==> src/rtl/rx_pkg.sv <==
// Shared RX-chain types and constants: QPSK bit pair, default geometry,
// the 802.11a data-bin mask and constant helpers for mask checks.
package rx_pkg;

    typedef logic [1:0] qpsk_pair_t;  // {b1 (real sign), b2 (imag sign)}

    localparam int WORD_LENGTH_DFLT = 16;
    localparam int N_FFT_DFLT       = 64;
    localparam int MASK_W           = 256;

    // DC, guard bins and pilots 7/21/43/57 cleared; 48 data bins remain.
    localparam logic [63:0] DATA_MASK_80211A = 64'hFDFF_F7C0_07DF_FF7E;

    function automatic int popcount(input logic [MASK_W-1:0] v);
        int n = 0;
        for (int i = 0; i < MASK_W; i++) n += int'(v[i]);
        return n;
    endfunction

    function automatic int highest_set(input logic [MASK_W-1:0] v);
        int h = -1;
        for (int i = 0; i < MASK_W; i++) if (v[i]) h = i;
        return h;
    endfunction

endpackage

==> src/rtl/qpsk_symbol_demap_ctrl_if.sv <==
// FFT sample stream in, demapped byte stream out.
// Both streams use valid/ready: a transfer happens on a rising clk edge where
// valid and ready are both 1; the source holds its payload while valid & !ready.
interface qpsk_symbol_demap_ctrl_if #(
    parameter int WORD_LENGTH = 16
) ();
    logic                   fft_vld;
    logic                   fft_sop;
    logic [WORD_LENGTH-1:0] fft_real;
    logic [WORD_LENGTH-1:0] fft_imag;
    logic                   fft_rdy;
    logic [7:0]             out_byte;
    logic                   out_last;
    logic                   out_vld;
    logic                   out_rdy;

    modport master (
        output fft_vld, fft_sop, fft_real, fft_imag, out_rdy,
        input  fft_rdy, out_byte, out_last, out_vld
    );

    modport slave (
        input  fft_vld, fft_sop, fft_real, fft_imag, out_rdy,
        output fft_rdy, out_byte, out_last, out_vld
    );
endinterface

==> src/rtl/qpsk_byte_fifo.sv <==
// Small synchronous FIFO of {last, byte}; the head entry is always visible on
// pop_data, and storage resets to zero so the idle output is deterministic.
module qpsk_byte_fifo #(
    parameter int DEPTH = 4,
    parameter int W     = 9
) (
    input  logic                       clk,
    input  logic                       rst_n,
    input  logic                       push,
    input  logic [W-1:0]               push_data,
    input  logic                       pop,
    output logic [W-1:0]               pop_data,
    output logic [$clog2(DEPTH):0]     count
);
    localparam int AW = $clog2(DEPTH);
    localparam int CW = AW + 1;

    logic [W-1:0]  mem [DEPTH];
    logic [AW-1:0] wr_ptr;
    logic [AW-1:0] rd_ptr;
    logic          do_push;
    logic          do_pop;

    assign do_push  = push & (count != CW'(DEPTH));
    assign do_pop   = pop & (count != '0);
    assign pop_data = mem[rd_ptr];

    always_ff @(posedge clk or negedge rst_n) begin
        if (!rst_n) begin
            for (int i = 0; i < DEPTH; i++) mem[i] <= '0;
            wr_ptr <= '0;
            rd_ptr <= '0;
            count  <= '0;
        end else begin
            if (do_push) begin
                mem[wr_ptr] <= push_data;
                wr_ptr      <= wr_ptr + AW'(1);
            end
            if (do_pop) rd_ptr <= rd_ptr + AW'(1);
            case ({do_push, do_pop})
                2'b10:   count <= count + CW'(1);
                2'b01:   count <= count - CW'(1);
                default: count <= count;
            endcase
        end
    end
endmodule

==> src/rtl/qpsk_symbol_demap_ctrl.sv <==
// Per-symbol QPSK demapper: tracks the FFT bin index, skips non-data bins,
// sign-decides each data bin and packs pairs MSB-first into buffered bytes.
module qpsk_symbol_demap_ctrl
    import rx_pkg::*;
#(
    parameter int               WORD_LENGTH = WORD_LENGTH_DFLT,
    parameter int               N_FFT       = N_FFT_DFLT,
    parameter logic [N_FFT-1:0] DATA_MASK   = DATA_MASK_80211A,
    parameter int               FIFO_DEPTH  = 4
) (
    input  logic                     clk,
    input  logic                     rst_n,
    qpsk_symbol_demap_ctrl_if.slave  bus,
    output logic                     sym_done,
    output logic                     sync_err,
    output logic [0:0]               state_dbg
);
    localparam logic [0:0] ST_IDLE = 1'b0;
    localparam logic [0:0] ST_RUN  = 1'b1;

    localparam int BIN_W    = $clog2(N_FFT);
    localparam int CW       = $clog2(FIFO_DEPTH) + 1;
    localparam int LAST_BIN = highest_set(MASK_W'(DATA_MASK));

    // Bytes must never straddle symbols, so a symbol must carry whole bytes.
    if (((popcount(MASK_W'(DATA_MASK)) * 2) % 8) != 0) begin : g_mask_chk
        $error("DATA_MASK data-bin count does not yield whole bytes per symbol");
    end

    logic [0:0]       state;
    logic [BIN_W-1:0] bin_idx;
    logic [BIN_W-1:0] cur_bin;
    logic [5:0]       pack_reg;
    logic [5:0]       pack_base;
    logic [1:0]       pair_cnt;
    logic [1:0]       cnt_base;
    qpsk_pair_t       pair;
    logic             fft_rdy;
    logic             accept;
    logic             restart;
    logic             process;
    logic             is_data;
    logic             push;
    logic [8:0]       push_data;
    logic [8:0]       pop_data;
    logic             pop;
    logic [CW-1:0]    fifo_count;

    assign fft_rdy     = fifo_count < CW'(FIFO_DEPTH);
    assign bus.fft_rdy = fft_rdy;
    assign accept      = bus.fft_vld & fft_rdy;
    assign restart     = accept & bus.fft_sop;
    // In IDLE only an sop beat starts a symbol; stray beats are swallowed.
    assign process     = accept & ((state == ST_RUN) | bus.fft_sop);

    // An sop beat is always bin 0 and abandons any partial byte.
    assign cur_bin   = bus.fft_sop ? '0 : bin_idx;
    assign pack_base = bus.fft_sop ? '0 : pack_reg;
    assign cnt_base  = bus.fft_sop ? '0 : pair_cnt;

    assign is_data   = DATA_MASK[cur_bin];
    assign pair      = {bus.fft_real[WORD_LENGTH-1], bus.fft_imag[WORD_LENGTH-1]};
    assign push      = process & is_data & (cnt_base == 2'd3);
    assign push_data = {(cur_bin == BIN_W'(LAST_BIN)), pack_base, pair};

    always_ff @(posedge clk or negedge rst_n) begin
        if (!rst_n) begin
            state    <= ST_IDLE;
            bin_idx  <= '0;
            pack_reg <= '0;
            pair_cnt <= '0;
            sym_done <= 1'b0;
            sync_err <= 1'b0;
        end else begin
            sym_done <= 1'b0;
            sync_err <= restart & (state == ST_RUN);
            if (process) begin
                if (is_data) begin
                    pack_reg <= {pack_base[3:0], pair};
                    pair_cnt <= cnt_base + 2'd1;
                end else begin
                    pack_reg <= pack_base;
                    pair_cnt <= cnt_base;
                end
                if (cur_bin == BIN_W'(N_FFT - 1)) begin
                    bin_idx  <= '0;
                    state    <= ST_IDLE;
                    sym_done <= 1'b1;
                end else begin
                    bin_idx  <= cur_bin + BIN_W'(1);
                    state    <= ST_RUN;
                end
            end
        end
    end

    assign pop         = bus.out_vld & bus.out_rdy;
    assign bus.out_vld = (fifo_count != '0);
    assign bus.out_last = pop_data[8];
    assign bus.out_byte = pop_data[7:0];
    assign state_dbg   = state;

    qpsk_byte_fifo #(
        .DEPTH (FIFO_DEPTH),
        .W     (9)
    ) u_fifo (
        .clk       (clk),
        .rst_n     (rst_n),
        .push      (push),
        .push_data (push_data),
        .pop       (pop),
        .pop_data  (pop_data),
        .count     (fifo_count)
    );
endmodule

==> src/flat_wrapper.sv <==
// flat-port wrapper written by rule: the top's interface ports become plain ports
module qpsk_symbol_demap_ctrl_flat import rx_pkg::*;
#(
    parameter int               WORD_LENGTH = WORD_LENGTH_DFLT,
    parameter int               N_FFT       = N_FFT_DFLT,
    parameter logic [N_FFT-1:0] DATA_MASK   = DATA_MASK_80211A,
    parameter int               FIFO_DEPTH  = 4
)
  (clk, rst_n, sym_done, sync_err, state_dbg, bus_fft_vld, bus_fft_sop, bus_fft_real, bus_fft_imag, bus_out_rdy, bus_fft_rdy, bus_out_byte, bus_out_last, bus_out_vld);
  qpsk_symbol_demap_ctrl_if #(.WORD_LENGTH(WORD_LENGTH)) bus_i ();
  input  logic clk;
  input  logic rst_n;
  output logic sym_done;
  output logic sync_err;
  output logic [0:0] state_dbg;
  input wire logic [$bits(bus_i.fft_vld)-1:0] bus_fft_vld;
  input wire logic [$bits(bus_i.fft_sop)-1:0] bus_fft_sop;
  input wire logic [$bits(bus_i.fft_real)-1:0] bus_fft_real;
  input wire logic [$bits(bus_i.fft_imag)-1:0] bus_fft_imag;
  input wire logic [$bits(bus_i.out_rdy)-1:0] bus_out_rdy;
  output wire logic [$bits(bus_i.fft_rdy)-1:0] bus_fft_rdy;
  output wire logic [$bits(bus_i.out_byte)-1:0] bus_out_byte;
  output wire logic [$bits(bus_i.out_last)-1:0] bus_out_last;
  output wire logic [$bits(bus_i.out_vld)-1:0] bus_out_vld;
  assign bus_i.fft_vld = bus_fft_vld;
  assign bus_i.fft_sop = bus_fft_sop;
  assign bus_i.fft_real = bus_fft_real;
  assign bus_i.fft_imag = bus_fft_imag;
  assign bus_i.out_rdy = bus_out_rdy;
  assign bus_fft_rdy = bus_i.fft_rdy;
  assign bus_out_byte = bus_i.out_byte;
  assign bus_out_last = bus_i.out_last;
  assign bus_out_vld = bus_i.out_vld;
  qpsk_symbol_demap_ctrl #(.WORD_LENGTH(WORD_LENGTH), .N_FFT(N_FFT), .DATA_MASK(DATA_MASK), .FIFO_DEPTH(FIFO_DEPTH)) u_core (.clk(clk), .rst_n(rst_n), .bus(bus_i), .sym_done(sym_done), .sync_err(sync_err), .state_dbg(state_dbg));
endmodule
==> config.mk <==
export PLATFORM = sky130hd
export DESIGN_NAME = qpsk_symbol_demap_ctrl_flat
export DESIGN_NICKNAME = d
export VERILOG_FILES = /design/src/rtl/rx_pkg.sv /design/src/rtl/qpsk_symbol_demap_ctrl_if.sv /design/src/rtl/qpsk_byte_fifo.sv /design/src/rtl/qpsk_symbol_demap_ctrl.sv /design/src/flat_wrapper.sv
export SDC_FILE = /design/constraint.sdc
export NUM_CORES = 1
export LEC_CHECK = 0
export CAP_MARGIN = 20
export CORE_ASPECT_RATIO = 0.9
export CORE_MARGIN = 8
export CORE_UTILIZATION = 35
export DETAILED_ROUTE_END_ITERATION = 10
export GPL_ROUTABILITY_DRIVEN = 0
export SETUP_SLACK_MARGIN = 0.5
export SYNTH_ARGS = -nofsm -noshare
export SYNTH_HDL_FRONTEND = slang
export SYNTH_SLANG_ARGS = --single-unit
==> constraint.sdc <==
create_clock -name clk -period 3.37 [get_ports clk]
set_input_delay 0.8425 -clock clk [delete_from_list [all_inputs] [get_ports clk]]
set_output_delay 0.8425 -clock clk [all_outputs]
set_load 0.005 [all_outputs]
# Word-level counts from Yosys, hierarchy flattened
# Memories as Yosys holds them, arrays and structs flattened.
# Index checks and enable logic that the tools add are counted.
dict set report totals {
  register_bits 60
  romBits 64
  output_inout_bits 14
  n_memories 1
}
dict set report classes {
  add_sub_neg 6
  magnitude_cmp 5
  eq_ne 5
  n_mux 17
  bitwise 12
  reduce_logical 3
}
# name depth width read_ports rd_ports_with_merged_regs wr line_no
set memory_table {}
lappend memory_table {{(no name shown)} 64 1 1 0 0 qpsk_symbol_demap_ctrl.sv:61} ;# assign is_data = DATA_MASK[cur_bin];
# operator n
set op_table {}
lappend op_table {{$bwmux 36} 1}
lappend op_table {{$mux 9} 3}
lappend op_table {{$mux 6} 4}
lappend op_table {{$bmux 9 s2} 1}
lappend op_table {{$demux 9 s2} 1}
lappend op_table {{$and 1x1->1} 9}
lappend op_table {{$lt 6x7->1 const B} 1}
lappend op_table {{$add 2x1->2 const B} 3}
lappend op_table {{$add 6x1->6 const B} 1}
lappend op_table {{$eq 6x6->1 const B} 1}
lappend op_table {{$ge 3x3->1 const B} 2}
lappend op_table {{$not 2->3} 2}
lappend op_table {{$pmux 3 s2} 1}
lappend op_table {{$eq 2x2->1 const B} 2}
lappend op_table {{$mux 1} 4}
lappend op_table {{$mux 2} 2}
lappend op_table {{$add 3x1->3 const B} 1}
lappend op_table {{$lt 3x1->1 const B} 1}
lappend op_table {{$lt 3x3->1 const B} 1}
lappend op_table {{$ne 3x3->1 const B} 1}
lappend op_table {{$reduce_bool 3->1} 1}
lappend op_table {{$sub 3x1->3 const B} 1}
lappend op_table {{$eq 2x1->1 const B} 1}
lappend op_table {{$reduce_bool 2->1} 1}
lappend op_table {{other kinds (2)} 2}

# Depth between registers and ports, before layout
# Gate-level depths: netlist (run 1).
dict set report depth {
  depth_word 8
  mapped_depth 14
  mapped_depth_nobuf 12
}

# Cells and area by module
# From an unflattened synthesis (run 1), not the netlist that was laid out.
dict set report hier_totals {
  hier_cells 229
  hier_area_um2 2950.3
}
# mod instances cells_each area_each_um2
set by_module_without_submodules {}
lappend by_module_without_submodules {qpsk_byte_fifo 1 122 1946.9}
lappend by_module_without_submodules {qpsk_symbol_demap_ctrl 1 107 1003.5}

# Worst setup path before layout (run 1)
# OpenSTA, ideal clock, no wires.
dict set report synth_timing {
  kind {input-to-reg}
  from {in bus_fft_sop}
  to {reg u_core.u_fifo.count[2]}
  t_arrival_ns 3.118
  required_ns 3.290
  path_slack_ns 0.172
  path_stages 14
  path_buffers 2
  cell_sequence {buf_2 > clkbuf_1 > nand2b_1 > ha_1 > inv_1 > mux2i_1 > a21oi_4 > o211ai_2 > ha_1 > inv_1 > fa_1 > xor2_1 > nor2_1 > xnor2_1}
}
dict set report synth_between {
  elab_chain_cells 8
  word_cells_on_any_way 14
}
# item line_no
set synth_lines {}
lappend synth_lines {{start: declaration} flat_wrapper.sv:17} ;# input wire logic [$bits(bus_i.fft_sop)-1:0] bus_fft_sop;
lappend synth_lines {{$mux 6} qpsk_symbol_demap_ctrl.sv:57} ;# assign cur_bin = bus.fft_sop ? '0 : bin_idx;
lappend synth_lines {{$mem_v2 64x1} n/a}
lappend synth_lines {{$mux 1 (not written as such)} qpsk_symbol_demap_ctrl.sv:61}
lappend synth_lines {{$and 1x1->1} qpsk_symbol_demap_ctrl.sv:63} ;# assign push = process & is_data & (cnt_base == 2'd3);
lappend synth_lines {{$and 1x1->1 (*)} qpsk_symbol_demap_ctrl.sv:63}
lappend synth_lines {{$and 1x1->1 (*)} qpsk_byte_fifo.sv:24} ;# assign do_push = push & (count != CW'(DEPTH));
lappend synth_lines {{$eq 2x1->1 or $eq 2x2->1 (tied branches)} qpsk_byte_fifo.sv:40} ;# case ({do_push, do_pop})
lappend synth_lines {{$pmux 3 s2 or $reduce_bool 2->1 (tied branches)} n/a}
lappend synth_lines {{end signal: assignment} qpsk_byte_fifo.sv:41} ;# 2'b10: count <= count + CW'(1);
lappend synth_lines {{end signal: assignment} qpsk_byte_fifo.sv:42} ;# 2'b01: count <= count - CW'(1);
lappend synth_lines {{end signal: assignment} qpsk_byte_fifo.sv:43} ;# default: count <= count;
lappend synth_lines {{end: declaration} qpsk_byte_fifo.sv:13} ;# output logic [$clog2(DEPTH):0] count
# Every way passes the cells marked *; elsewhere a longest branch is shown, timed or not. The select of a mux whose other input is x is not followed.
# A chain may end at the register's enable or synchronous reset.

# Worst setup path after layout (run 1)
dict set report layout_timing {
  from {reg u_core.u_fifo.rd_ptr[1]}
  to {out bus_out_byte[5]}
}
dict set report layout_between {
  elab_chain_cells 4
}
# item line_no
set layout_lines {}
lappend layout_lines {{start: declaration} qpsk_byte_fifo.sv:20} ;# logic [AW-1:0] rd_ptr;
lappend layout_lines {{start signal: assignment} qpsk_byte_fifo.sv:39} ;# if (do_pop) rd_ptr <= rd_ptr + AW'(1);
lappend layout_lines {{$not 2->3 (not written as such)} qpsk_byte_fifo.sv:26} ;# assign pop_data = mem[rd_ptr];
lappend layout_lines {{$bmux 9 s2} qpsk_byte_fifo.sv:26}
lappend layout_lines {{$mux 9 (not written as such) (2 in a row)} qpsk_byte_fifo.sv:26}
lappend layout_lines {{end: declaration} flat_wrapper.sv:22} ;# output wire logic [$bits(bus_i.out_byte)-1:0] bus_out_byte;
# No other way between the ends. The select of a mux whose other input is x is not followed.

==> results of run 1 <==
critical path: cells and delay by family (launching register included):
kind / cells / cell delay, ns
mux: 1 / 0.40
buf+inv: 1 / 0.47
flops: 1 / 0.67
routing by layer:
layer  vias up  track usage (%)  wire (um)
met3         7            4.028        259
met5         -                0          0
met4         0            4.558         79
met2        27            15.61       2775
met1       978            13.01       2788
li1        934                -          -
cell type report:
class                   count  area (um2)  area share, %
flip-flops and latches     60        1503          39.77
clock buffers               9       123.9          3.278
repair buffers             36       350.3          9.272
inverters                  17       63.81          1.689
multi-input cells         150        1490          39.44
clock inverters             7       98.84          2.616
well taps                 119       148.9          3.940
repair_timing:
| action | CTS | global route |
|---|---|---|
| buffers inserted | 2 | 1 |
| setup endpoints to repair | 6 | 6 |
| endpoints found under the hold margin | 0 | 0 |
| resized for setup | 6 | 2 |
| pin swaps | 2 | 1 |
stage by stage:
step	power (mW)	std cells	utilization [%]	worst slack, ns
after floorplan	1.600	239	-	0.3986
after global placement	1.827	379	40.87	0.09202
after detailed placement	1.856	379	40.87	0.05579
after CTS	2.610	397	44.00	0.5027
after global routing	2.775	398	44.31	0.5549
final	2.605	398	44.31	0.6526
worst paths after layout:
path	startpoint	endpoint	slack, ns	cells after the start
worst min register to register	u_core.u_fifo.count[0]	u_core.u_fifo.count[0]	0.48	1
worst max register to register	u_core.bin_idx[1]	u_core.u_fifo.count[2]	0.92	10
min in group asynchronous	rst_n	u_core.u_fifo.count[2]	0.65	2
worst min-delay path	u_core.u_fifo.count[0]	u_core.u_fifo.count[0]	0.48	1
max in group asynchronous	rst_n	u_core.u_fifo.rd_ptr[0]	2.18	2
worst max-delay path	u_core.u_fifo.rd_ptr[1]	bus_out_byte[5]	0.65	2
cells by family after synthesis:
| group | count (synthesis) |
|---|---|
| AOI/OAI and AO/OA | 37 |
| muxes | 49 |
| xor gates and xnor gates | 6 |
| buffers and inverters | 29 |
| and+or+nand+nor | 50 |
| DFF | 60 |
| adders and majority gates | 8 |
cell usage after synthesis (all sizes together):
library cell	n	area (um2)
a211oi	1	12.51
a21oi	6	41.29
a31oi	2	12.51
and2	3	18.77
and3	2	12.51
buf	7	32.53
clkbuf	5	18.77
dfrtp	60	1501
fa	1	20.02
ha	7	87.58
inv	17	63.81
mux2	38	427.9
mux2i	2	20.02
mux4	9	202.7
nand2	21	78.83
nand2b	5	31.28
nand3	2	10.01
nor2	3	11.26
nor2b	7	43.79
nor3	4	31.28
nor4b	1	15.01
o2111ai	5	113.9
o211a	1	10.01
o211ai	1	12.51
o21ai	9	45.04
o21bai	1	7.510
o221ai	5	43.79
o22ai	1	6.260
o311ai	1	8.760
o31a	1	8.760
o32ai	1	16.27
o41a	2	22.52
or2	2	12.52
xnor2	4	35.03
xor2	2	17.52
power breakdown:
group	internal, mW	switching (mW)	total, mW
clock network	0.420	0.303	0.723
registers	0.852	0.162	1.01
logic	0.423	0.444	0.867
total	1.70	0.910	2.60
==> out/summary.txt, run 1 <==
final hold vios - 0
Vias/cell - 4.889
H-Tree Depth - 3
GR Util All Layers - 10.41%
crit path kind - flop to primary output
Pwr Density - 689.4 nW/um2
Critical Path Fanout Max - 10
Worst Path Required - 2.53 ns
Max-cap violations - 0
Synth-to-Final Area Change - 23.72%
Final Max Tran Viols - 0
total CTS buffers - 9
die footprint - 11980 um2
Peak supply drop - 0.2245 mV
Worst Setup Start Kind - flop
chip height - 104.6 um
wire per inst - 14.83 um
Hold Crit Class - flop to flop
Ys Warns - 0
CP max stage delay - 0.67 ns
maximum root-to-sink buffer count - 2
num rows - 32
first-iteration detailed-routing DRC count - 46
mux share of post-synthesis cell area - 21.30%
syn_area_per_cell - 12.78 um2
I/O Buffers - 20
status - complete, no violations
Post-DP Area - 3486 um2
Post-Synthesis Cells - 239
drt pass-1 iters - 4
Worst-Margin Slew - 0.7581 ns
antenna violations before repair - 0
antenna fix cells - 0
DRT Wirelength - 5902 um
Setup TNS - 0 ns
DRC - 0
worst path cell trace - mux4_2 -> clkdlybuf4s50_1
adder-cell share of the synthesized area - 3.523%
hold slack final - 0.4813 ns
IO Count - 51
Crit-path slowest cell - dfrtp_1
final period utilization - 80.63%
critical path arrival - 1.87 ns
CTS Sinks - 60
first-pass GRT wire length - 9784 um
largest family of logic cells by synthesized area - multiplexers
max reg flops - 36
nature of the critical path endpoint - primary output
post-route ant nets - 0
dpl hpwl - 3987 um
Rel. slew slack - 49.46%
syn nets - 284
crit path time final - 2.717 ns
Die X - 114.5 um
filler instances - 797
Reg clk slew, reported paths - 0.08 ns
fin nets - 319
DR vias - 1946
RSZ-0062 raised after global routing - false
endpoints failing setup - 0
final global-route overflow total - 0
most frequent cells in the layout - dfrtp_1, mux2_2, nand2_1, clkdlybuf4s50_1, inv_1
Initial Utilization - 35.81%
Static Leak - 1.711 nW
Cell Area, Synth - 3054 um2
# hold bufs at CTS - 0
largest net degree at the start of global routing - 61
Synth Area in Simple Gates - 8.685%
commonest non-fill, non-tap cell in the layout - dfrtp_1
xor/xnor share of the synthesized area - 1.721%
synthesized flop and latch total - 60
sequential area share after synthesis - 49.16%
core area - 8528 um2
compound-gate portion of the synthesized area - 11.84%
layout cells sized above 1 - 36.20%
CTS tree - yes
Skew-Pair Late Insertion Delay - 0.34 ns
Final Skew - 0.009423 ns
vias in the first global route - 1998
Final Cell Area - 3779 um2
Max Fclk - 0.3680 GHz
Yosys cell types - 41
CTS root buf - clkbuf_8
Note: power is estimated with default switching activity, not from simulation.
==> run 2, diff against run 1 <==
==> constraint.sdc (replaced) <==
create_clock -name clk -period 2.75 [get_ports clk]
set_input_delay 0.6875 -clock clk [delete_from_list [all_inputs] [get_ports clk]]
set_output_delay 0.6875 -clock clk [all_outputs]
set_load 0.005 [all_outputs]
==> run 2 against run 1 <==
Compared with the run above: sequential share of layout area is 0.69 points lower; largest power group unchanged; cell count is 1.8% higher; critical path depth is 1 higher; via count is 0.10% higher; critical path type unchanged; total power is 23% higher; global-route usage is 0.96 points higher; clock-buffer cell count is 1 higher.
==> out/summary.txt, run 2 (synthesized netlist as in run 1, its figures left out) <==
Max-cap violations - 0
layout cells sized above 1 - 42.66%
post-route insts no fill - 405
Final Max Tran Viols - 0
CTS tree - yes
final period utilization - 82.48%
num rows - 32
die footprint - 11980 um2
first-pass GRT wire length - 10700 um
DR vias - 1948
Pwr Density - 828.2 nW/um2
final hold vios - 0
Die X - 114.5 um
Max Fclk - 0.4409 GHz
filler instances - 782
CTS root buf - clkbuf_8
Final Skew - 0.004958 ns
fin nets - 326
Vias/cell - 4.810
largest net degree at the start of global routing - 38
GR Util All Layers - 11.38%
most frequent cells in the layout - dfrtp_1, mux2_2, nand2_1, inv_1, buf_4
Reg clk slew, reported paths - 0.07 ns
DRT Wirelength - 6159 um
I/O Buffers - 20
chip height - 104.6 um
CTS Sinks - 60
status - complete, no violations
Initial Utilization - 35.81%
Critical Path Fanout Max - 5
Synth-to-Final Area Change - 26.42%
sequential cell area - 1509 um2
Pwr Total - 3.198 mW
Multi-input gate area - 1524 um2
Post-Route Utilization - 45.28%
drt pass-1 iters - 4
max reg flops - 36
crit path time final - 2.268 ns
cell family with most CP delay - multiplexers
endpoints failing setup - 0
CP Buf/Inv Count - 2
Worst Setup Start Kind - flop
Post-DP Area - 3611 um2
maximum root-to-sink buffer count - 2
Rel. slew slack - 62.35%
Setup WS post-layout - 0.4817 ns
vias in the first global route - 2056
antenna fix cells - 0
Static Leak - 1.776 nW
nature of the critical path endpoint - primary output
commonest non-fill, non-tap cell in the layout - dfrtp_1
crit path kind - flop to primary output
critical path arrival - 1.58 ns
RSZ-0062 raised after global routing - true
DRC - 0
Worst-Margin Slew - 0.5648 ns
Peak supply drop - 0.2690 mV
pre-CTS setup slack - -0.3663 ns
dpl hpwl - 4168 um
Skew-Pair Late Insertion Delay - 0.33 ns
IO Count - 51
final global-route overflow total - 0
core area - 8528 um2
Crit-path slowest cell - mux4_2
CP max stage delay - 0.50 ns
Final Cell Area - 3861 um2
total CTS buffers - 9
wire per inst - 15.21 um
Hold Crit Class - primary input to asynchronous set/reset pin
dpl cells - 386
# hold bufs at CTS - 0
H-Tree Depth - 3
worst path cell trace - buf_12 -> mux4_2 -> buf_2
post-route ant nets - 0
first-iteration detailed-routing DRC count - 76
antenna violations before repair - 0
Worst Path Required - 2.06 ns
## run 2: timing repair
action	4_1_cts	5_1_grt
cloned	1	0
endpoints found under the setup margin	56	11
buffers inserted	2	0
hold endpoints to repair	0	0
pin swaps	6	4
gates resized for setup	55	3
## run 2: path summary, 6_finish.rpt
| check | from | end | slack (ns) | depth (start not counted) |
|---|---|---|---|---|
| setup / recovery | u_core.u_fifo.rd_ptr[0] | bus_out_byte[1] | 0.48 | 3 |
| hold / removal | rst_n | u_core.u_fifo.count[1] | 0.34 | 1 |
| setup reg to reg | u_core.bin_idx[1] | u_core.u_fifo.count[2] | 0.52 | 10 |
| hold reg to reg | u_core.u_fifo.count[0] | u_core.u_fifo.count[0] | 0.48 | 1 |
| max in group asynchronous | rst_n | u_core.bin_idx[3] | 1.80 | 2 |
| min in group clk | u_core.u_fifo.count[0] | u_core.u_fifo.count[0] | 0.48 | 1 |
## run 2: layout make-up
cell class,count,area share (%)
clock buffers,10,3.305
multi-input cells,150,39.47
inverters,17,1.653
clock inverters,6,1.685
well taps,119,3.856
flip-flops and latches,60,39.08
repair buffers,43,10.95
## run 2: stage by stage
stage	setup TNS, ns	hold WS [ns]
floorplan	-0.02737	0.3919
global placement	-7.330	0.4595
detailed placement	-7.906	0.4669
CTS	0	0.3487
global route	0	0.3620
finish	0	0.3394
## run 2: routing by layer
layer  global-route usage (%)  up-vias  routed length, um
met1                    15.88      966               3093
met5                        0        -                  0
met3                    2.532        7                166
met4                    5.983        0                 95
li1                         -      943                  -
met2                    15.99       32               2803
## run 2: power by group
group | switching [mW] | internal (mW)
clock | 0.358 | 0.418
sequential | 0.212 | 1.05
combinational | 0.579 | 0.578
==> run 3, diff against run 2 <==
==> constraint.sdc (replaced) <==
create_clock -name clk -period 2.35 [get_ports clk]
set_input_delay 0.5875 -clock clk [delete_from_list [all_inputs] [get_ports clk]]
set_output_delay 0.5875 -clock clk [all_outputs]
set_load 0.005 [all_outputs]
==> run 3 against run 2 <==
Compared with the run above: worst hold slack lost 0.10 ns; non-clock buffer count grew 19; register-to-register slack lost 0.39 ns; sequential power grew 12%; setup slack lost 0.36 ns; via count grew 5.0%; clock power grew 24%; first-iteration DRC count shrank 38%; largest cell class unchanged; core utilization grew 2.5 points; clock skew grew 0.0013 ns.
==> out/summary.txt, run 3 (synthesized netlist as in run 1, its figures left out) <==
most frequent cells in the layout - dfrtp_1, mux2_2, buf_4, nand2_1, inv_1
maximum root-to-sink buffer count - 2
I/O Buffers - 20
Max Fclk - 0.4490 GHz
IO Count - 51
Final Max Tran Viols - 0
DRT Wirelength - 6423 um
crit path kind - primary input to flop
Skew-Pair Late Insertion Delay - 0.32 ns
Vias/cell - 4.835
met1 wire length - 3182 um
wire per inst - 15.18 um
# hold bufs at CTS - 0
Crit-path slowest cell - fa_2
cell family with most CP delay - compound AO/OA/AOI/OAI gates
hold slack final - 0.2363 ns
worst path cell trace - buf_2 -> nand2b_4 -> buf_4 -> o32ai_4 -> a21oi_4 -> o211ai_4 -> ha_4 -> inv_2 -> fa_2 -> xor2_1 -> nor2_1 -> xnor2_1
GR Util All Layers - 11.27%
Multi-input gate area - 1572 um2
Post-Route Utilization - 47.76%
CTS tree - yes
RSZ-0062 raised after global routing - true
commonest non-fill, non-tap cell in the layout - dfrtp_1
first-pass GRT wire length - 10590 um
H-Tree Depth - 3
Static Leak - 1.879 nW
final global-route overflow total - 0
fin nets - 345
Rel. slew slack - 64.39%
Peak supply drop - 0.3058 mV
num rows - 32
Pwr Density - 983.9 nW/um2
antenna fix cells - 0
Initial Utilization - 35.81%
Pwr Total - 4.007 mW
endpoints failing setup - 0
highest metal used - met4
met3 WL - 155 um
Critical R2R Capture - u_core.u_fifo.count[2]
Worst-Margin Slew - 0.5341 ns
critical path arrival - 2.48 ns
post-route insts no fill - 423
max reg flops - 36
chip height - 104.6 um
CTS Sinks - 60
Synth-to-Final Area Change - 33.35%
r2r startpoint - u_core.bin_idx[1]
total CTS buffers - 9
Worst Path Required - 2.60 ns
Reg clk slew, reported paths - 0.07 ns
final hold vios - 0
dpl cells - 394
worst reg2reg setup slack - 0.13 ns
die footprint - 11980 um2
first-iteration detailed-routing DRC count - 47
CP max stage delay - 0.32 ns
Die X - 114.5 um
filler instances - 753
post-route ant nets - 0
DR vias - 2045
crit path time final - 2.227 ns
Critical Path Fanout Max - 4
final period utilization - 94.78%
Hold Crit Class - primary input to asynchronous set/reset pin
layout cells sized above 1 - 48.03%
Final Skew - 0.006251 ns
sequential cell area - 1506 um2
antenna violations before repair - 0
reg2reg path depth - 10
vias in the first global route - 2095
dpl hpwl - 4333 um
DRC - 0
CTS root buf - clkbuf_8
drt pass-1 iters - 4
CP Buf/Inv Count - 3
status - complete, no violations
Setup WS post-layout - 0.1227 ns
Worst Setup Start Kind - primary input
Met2 Routed Length - 3006 um
nature of the critical path endpoint - flop
Max-cap violations - 0
core area - 8528 um2
largest net degree at the start of global routing - 39
pre-CTS setup slack - -0.6890 ns
-- run 3: through the flow --
stage / setup TNS, ns / instance area [um2]
after floorplan: -0.5997 / 3129
after global placement: -20.06 / 3684
after global routing: 0 / 4073
final: 0 / 4073
after detailed placement: -22.26 / 3684
after CTS: 0 / 3975
-- run 3: what timing repair did --
action	in CTS	in global routing
buffers inserted	8	6
endpoints found under the setup margin	66	61
pin swaps	6	2
gates resized for setup	59	14
-- run 3: how the worst max path moves through the flow --
stage                 startpoint                     end  slack (ns)  cells after the start
3_5_place_dp         bus_fft_sop  u_core.u_fifo.count[2]       -0.69                     13
3_3_place_gp         bus_fft_sop  u_core.u_fifo.count[2]       -0.62                     13
4_1_cts        u_core.bin_idx[1]  u_core.u_fifo.count[2]        0.12                     10
2_1_floorplan        bus_fft_sop  u_core.u_fifo.count[2]       -0.33                     14
6_report             bus_fft_sop  u_core.u_fifo.count[2]        0.12                     12
5_1_grt        u_core.bin_idx[1]  u_core.u_fifo.count[2]        0.01                     10
-- run 3: power by group --
| group | switching, mW | leakage [nW] | internal (mW) | total [mW] |
|---|---|---|---|---|
| Clock | 0.392 | 0.101 | 0.571 | 0.962 |
| Combinational | 0.808 | 0.986 | 0.822 | 1.63 |
| Sequential | 0.185 | 0.792 | 1.23 | 1.41 |
| Total | 1.39 | 1.88 | 2.62 | 4.01 |
-- run 3: cell type report --
cell class | instances | area share [%]
Multi-Input combinational cell | 150 | 38.59
Clock buffer | 12 | 4.055
Timing Repair Buffer | 62 | 14.04
Inverter | 17 | 1.567
Clock inverter | 3 | 1.106
Tap cell | 119 | 3.656
Sequential cell | 60 | 36.99
-- run 3: worst register-to-register path, cell delays in order, from the launching register on --
cell,delay (ns)
dfrtp_2,0.47
buf_4,0.17
nor4b_4,0.32
nor3_4,0.09
o211ai_4,0.20
ha_4,0.17
inv_2,0.03
fa_2,0.32
xor2_1,0.15
nor2_1,0.11
xnor2_1,0.12
-- run 3: layer usage --
layer / vias to the layer above / global-route usage (%)
met1: 1033 / 15.00
met3: 4 / 2.186
met2: 29 / 16.91
li1: 979 / -
met5: - / 0
met4: 0 / 5.983
